### src/rtl/addsub_serial.sv
// Digit-serial add/subtract/accumulate unit with start/busy/done handshake.
// Processes DIGIT bits per clock; result and C/O/Z flags update once per operation.
module addsub_serial #(
    parameter int WIDTH     = 16,
    parameter int DIGIT     = 4,
    parameter int OUT_WIDTH = 32
) (
    input  logic                 clk,
    input  logic                 rst_n,
    input  logic                 start,
    input  logic [3:0]           Command,
    input  logic [WIDTH-1:0]     inputP,
    input  logic [WIDTH-1:0]     inputQ,
    output logic                 busy,
    output logic                 done,
    output logic [OUT_WIDTH-1:0] S,
    output logic                 C,
    output logic                 O,
    output logic                 Z
);

    localparam int N  = WIDTH / DIGIT;
    localparam int CW = $clog2(N + 1);

    typedef enum logic [1:0] {
        IDLE = 2'd0,
        RUN  = 2'd1,
        DONE = 2'd2
    } state_t;

    state_t                 state_q, state_d;
    logic [WIDTH-1:0]       a_q, a_d;
    logic [WIDTH-1:0]       b_q, b_d;
    logic [WIDTH-1:0]       res_q, res_d;
    logic [WIDTH-1:0]       acc_q, acc_d;
    logic [CW-1:0]          cnt_q, cnt_d;
    logic                   carry_q, carry_d;
    logic                   cmsb_q, cmsb_d;
    logic                   mode_q, mode_d;
    logic                   busy_q, busy_d;
    logic                   done_q, done_d;
    logic [OUT_WIDTH-1:0]   s_q, s_d;
    logic                   c_q, c_d;
    logic                   o_q, o_d;
    logic                   z_q, z_d;

    logic [DIGIT-1:0]       sum_s;
    logic [DIGIT:0]         chain_s;
    logic [WIDTH-1:0]       res_shift_s;
    logic                   cmd_valid_s;
    logic                   mode_s;
    logic                   acc_cmd_s;

    assign cmd_valid_s = (Command >= 4'd2) && (Command <= 4'd5);
    assign mode_s      = (Command == 4'd3) || (Command == 4'd5);
    assign acc_cmd_s   = (Command == 4'd4) || (Command == 4'd5);

    // Ripple of DIGIT full-adder cells over the low digit of A and B.
    always_comb begin
        chain_s    = '0;
        sum_s      = '0;
        chain_s[0] = carry_q;
        for (int i = 0; i < DIGIT; i++) begin
            sum_s[i]       = a_q[i] ^ b_q[i] ^ chain_s[i];
            chain_s[i + 1] = (a_q[i] & b_q[i]) | (chain_s[i] & (a_q[i] ^ b_q[i]));
        end
    end

    // New sum digit enters the result register from the top.
    generate
        if (DIGIT == WIDTH) begin : g_single
            assign res_shift_s = sum_s;
        end else begin : g_multi
            assign res_shift_s = {sum_s, res_q[WIDTH-1:DIGIT]};
        end
    endgenerate

    // Next-state and datapath update for IDLE/RUN/DONE sequencing.
    always_comb begin
        state_d = state_q;
        a_d     = a_q;
        b_d     = b_q;
        res_d   = res_q;
        acc_d   = acc_q;
        cnt_d   = cnt_q;
        carry_d = carry_q;
        cmsb_d  = cmsb_q;
        mode_d  = mode_q;
        busy_d  = busy_q;
        done_d  = 1'b0;
        s_d     = s_q;
        c_d     = c_q;
        o_d     = o_q;
        z_d     = z_q;
        case (state_q)
            IDLE: begin
                if (start && cmd_valid_s) begin
                    a_d     = acc_cmd_s ? acc_q : inputP;
                    b_d     = (acc_cmd_s ? inputP : inputQ) ^ {WIDTH{mode_s}};
                    carry_d = mode_s;
                    mode_d  = mode_s;
                    cnt_d   = {CW{1'b0}};
                    busy_d  = 1'b1;
                    state_d = RUN;
                end else begin
                    busy_d  = 1'b0;
                end
            end
            RUN: begin
                a_d     = a_q >> DIGIT;
                b_d     = b_q >> DIGIT;
                res_d   = res_shift_s;
                carry_d = chain_s[DIGIT];
                cnt_d   = cnt_q + CW'(1);
                if (cnt_q == CW'(N - 1)) begin
                    cmsb_d  = chain_s[DIGIT-1];
                    state_d = DONE;
                end else begin
                    state_d = RUN;
                end
            end
            DONE: begin
                s_d     = OUT_WIDTH'(res_q);
                // Carry-out is inverted for subtraction so C reads as borrow.
                c_d     = carry_q ^ mode_q;
                o_d     = cmsb_q ^ carry_q;
                z_d     = (res_q == {WIDTH{1'b0}});
                acc_d   = res_q;
                done_d  = 1'b1;
                busy_d  = 1'b0;
                state_d = IDLE;
            end
            default: begin
                busy_d  = 1'b0;
                state_d = IDLE;
            end
        endcase
    end

    // State and output registers with synchronous active-low reset.
    always_ff @(posedge clk) begin
        if (!rst_n) begin
            state_q <= IDLE;
            a_q     <= {WIDTH{1'b0}};
            b_q     <= {WIDTH{1'b0}};
            res_q   <= {WIDTH{1'b0}};
            acc_q   <= {WIDTH{1'b0}};
            cnt_q   <= {CW{1'b0}};
            carry_q <= 1'b0;
            cmsb_q  <= 1'b0;
            mode_q  <= 1'b0;
            busy_q  <= 1'b0;
            done_q  <= 1'b0;
            s_q     <= {OUT_WIDTH{1'b0}};
            c_q     <= 1'b0;
            o_q     <= 1'b0;
            z_q     <= 1'b0;
        end else begin
            state_q <= state_d;
            a_q     <= a_d;
            b_q     <= b_d;
            res_q   <= res_d;
            acc_q   <= acc_d;
            cnt_q   <= cnt_d;
            carry_q <= carry_d;
            cmsb_q  <= cmsb_d;
            mode_q  <= mode_d;
            busy_q  <= busy_d;
            done_q  <= done_d;
            s_q     <= s_d;
            c_q     <= c_d;
            o_q     <= o_d;
            z_q     <= z_d;
        end
    end

    assign busy = busy_q;
    assign done = done_q;
    assign S    = s_q;
    assign C    = c_q;
    assign O    = o_q;
    assign Z    = z_q;

endmodule
### config.mk
export PLATFORM = sky130hd
export DESIGN_NAME = addsub_serial
export DESIGN_NICKNAME = d
export VERILOG_FILES = /design/src/rtl/addsub_serial.sv
export SDC_FILE = /design/constraint.sdc
export NUM_CORES = 1
export LEC_CHECK = 0
export ABC_CLOCK_PERIOD_IN_PS = 2800
export CAP_MARGIN = 20
export CORE_MARGIN = 2
export CORE_UTILIZATION = 40
export CTS_CLUSTER_DIAMETER = 60
export CTS_CLUSTER_SIZE = 24
export DETAILED_ROUTE_END_ITERATION = 7
export PLACE_DENSITY = 0.75
export SLEW_MARGIN = 20
export SYNTH_ARGS = -nofsm -noshare
export SYNTH_HDL_FRONTEND = slang
export SYNTH_SLANG_ARGS = --single-unit
### constraint.sdc
create_clock -name clk -period 2.8 [get_ports clk]
set_input_delay 0.84 -clock clk [delete_from_list [all_inputs] [get_ports clk]]
set_output_delay 0.84 -clock clk [all_outputs]
set_load 0.005 [all_outputs]
==> results_dict.tcl <==
set metrics [dict create \
    busiest_layer "met2" \
    ys_top_cells_by_area "dfxtp_1 (42%), nand2_1 (9.8%), a21oi_1 (7.2%)" \
    switching_share 0.265 \
    gp_congestion 0.847 \
    overflow 0 \
    drive_gt1_frac 0.119 \
    num_rows 35 \
    drt_iter0_markers 222 \
    layout_commonest_cell "nand2_1" \
    synth_cells 421 \
    antenna_found_initial 0 \
    period_needed_ns 2.30 \
    die_x_um 100 \
    path_class "input port to register" \
    fin_skew_ns 0.0101 \
    min_period_over_period 0.822 \
    final_nets 512 \
    synth_edf_count 0 \
    finalHoldViolCount 0 \
    whs_ns 0.463 \
    clockBufferDepth 2 \
    firstDrtPassIters 5 \
    routed_wl_um 9130 \
    worstPathRequired_ns 3.03 \
    ys.flop_type "dfxtp_1" \
    vias 3144 \
    internal_power_mw 1.68 \
    p_switching_mw 0.605 \
    status "finished clean" \
    gr-usage-met3 0.0299 \
    leakagePower_nw 1.61 \
    postCtsHoldBufs 0 \
    tightest_slew_ns 0.718 \
    die_h_um 100 \
    min_path_type "register to register" \
    io_buffers 59 \
    synth.cell_area_sq_um 3700 \
    postCtsResizedCells 0 \
    clock-sinks 77 \
    ir_drop_mv 0.214 \
    synth_top_area_cell "dfxtp_1" \
    finalPower_mw 2.28 \
    dieArea_sq_um 10000 \
    postRouteAntennaNets 0 \
    synth-seq-cells 77 \
    seqPwrFrac 0.501 \
    root_buffer "clkbuf_8" \
    syn_to_final_growth_pct 22.9 \
    cts_tree "done" \
    grt_pass1_wl_um 15200 \
    ioPinCount 76 \
    n_antenna_cell 0 \
    yosysSeqAreaShare 0.416 \
    grt.total_usage 0.191 \
    viasPerCell 5.39 \
    grt_max_degree 69 \
    cp.arrival_ns 2.53 \
    grtUsageMet1 0.262 \
    yosysUniqueCellTypes 38 \
    end_kind "register" \
    slew_headroom 0.522 \
    cts.clk_slew.worst_paths_ns 0.09 \
    post_cts_buffers 0 \
    timing.final.max_slew_violations 0 \
    drc 0 \
    fin_util 0.500 \
    rsz0062_at_grt "false" \
    gr-usage-met2 0.299 \
    layout_common_cells "nand2_1 (97), dfxtp_1 (77), clkdlybuf4s50_1 (59)" \
    place_hpwl_um 6380 \
    routedWlPerCell_um 15.7 \
    yosysTopAreaCellShare 0.416 \
    core-area_sq_um 9110 \
    insertion_delay_ns 0.36 \
    fin_setup_tns_ns 0 \
    fmax_ghz 0.435 \
    setup_viol 0 \
    pwr-share-clk 0.379 \
    power_density_nw_per_um2 501 \
    fillCellCount 857 \
    async_flop_share 0 \
    comb_power_share 0.119 \
    grt_pass1_vias 3079 \
    floorplan.initialDensity 0.407 \
    numCtsBuffers 9 \
    drv_cap 0 \
    path_max_fanout 24 \
    ys.warnings.count 0 \
    syn_avg_cell_area_sq_um 8.80 \
    h-tree-depth 3 \
    start_kind "input port" \
]
==> per-layer routing <==
metal,routed length [um],vias up
met4,208,0
met3,608,17
li1,-,1526
met2,4260,143
met5,0,-
met1,4050,1458
==> registers in the layout (all words and copies together), names as in the netlist, 2 cells and up <==
register,count
acc_q,16
res_q,16
b_q,16
state_q,2
cnt_q,3
a_q,16
==> power groups by stage <==
stage	combinational [mW]	sequential, mW	clock [mW]
after floorplan	0.184	1.16	0
after global placement	0.266	1.17	0
after detailed placement	0.270	1.17	0
after CTS	0.271	1.14	0.879
after global routing	0.300	1.15	0.931
final	0.273	1.14	0.866
==> cell families (layout without fill, tap and decap cells) <==
kind of cell | after synthesis | after routing | synth area share
compound gates | 100 | 100 | 0.191
simple gates | 139 | 139 | 0.167
flops | 77 | 77 | 0.416
buf+inv | 57 | 93 | 0.0811
mux | 38 | 38 | 0.108
other cells | 1 | 16 | 0.00101
fa+ha+maj | 6 | 6 | 0.0284
xor+xnor | 3 | 3 | 0.00709
==> worst max-delay path, stage by stage <==
cell and delay (ns):
clkdlybuf4s50_1 0.54, xor2_1 0.35, and2_1 0.31, buf_12 0.22
a2bb2oi_2 0.15, o221ai_1 0.12
==> layout make-up <==
class / count / area, sq um / share of cell area
clock buffers: 9 / 124 / 0.0272
clock inverters: 7 / 78.8 / 0.0173
inverters: 8 / 30.0 / 0.00660
multi-input cells: 302 / 1940 / 0.425
flip-flops and latches: 77 / 1540 / 0.339
well taps: 111 / 139 / 0.0305
repair buffers: 69 / 703 / 0.154
==> synthesized netlist by cell type (2+ instances only) <==
master / count
a211oi_1: 4
a21o_1: 2
a21oi_1: 53
a22oi_1: 12
a2bb2oi_2: 9
a31oi_1: 2
a41o_1: 4
buf_2: 12
buf_4: 17
clkbuf_1: 19
dfxtp_1: 77
fa_1: 4
ha_1: 2
inv_1: 7
mux2_2: 16
mux2i_1: 22
nand2_1: 97
nand2b_1: 11
nand3_1: 5
nand4_1: 2
nor2_1: 12
nor2b_1: 2
nor4_1: 4
o221ai_1: 10
o31ai_1: 2
xnor2_1: 2
==> final timing paths <==
| check | startpoint | end | slack [ns] | cells after the start |
|---|---|---|---|---|
| worst max-delay path | Command[1] | b_q[11] | 0.50 | 6 |
| worst min register to register | Z | Z | 0.46 | 2 |
| worst min-delay path | Z | Z | 0.46 | 2 |
| worst max register to register | carry_q | res_q[15] | 0.54 | 8 |
==> per-stage QoR <==
step	instance area, sq um	worst slack, ns	cells
finish	4550	0.499	583
global route	4550	0.373	583
CTS	4550	0.399	583
detailed placement	4350	0.0489	567
global placement	4350	0.0984	567
floorplan	3760	0.745	436
No activity file was read; power rests on OpenSTA's default activity.
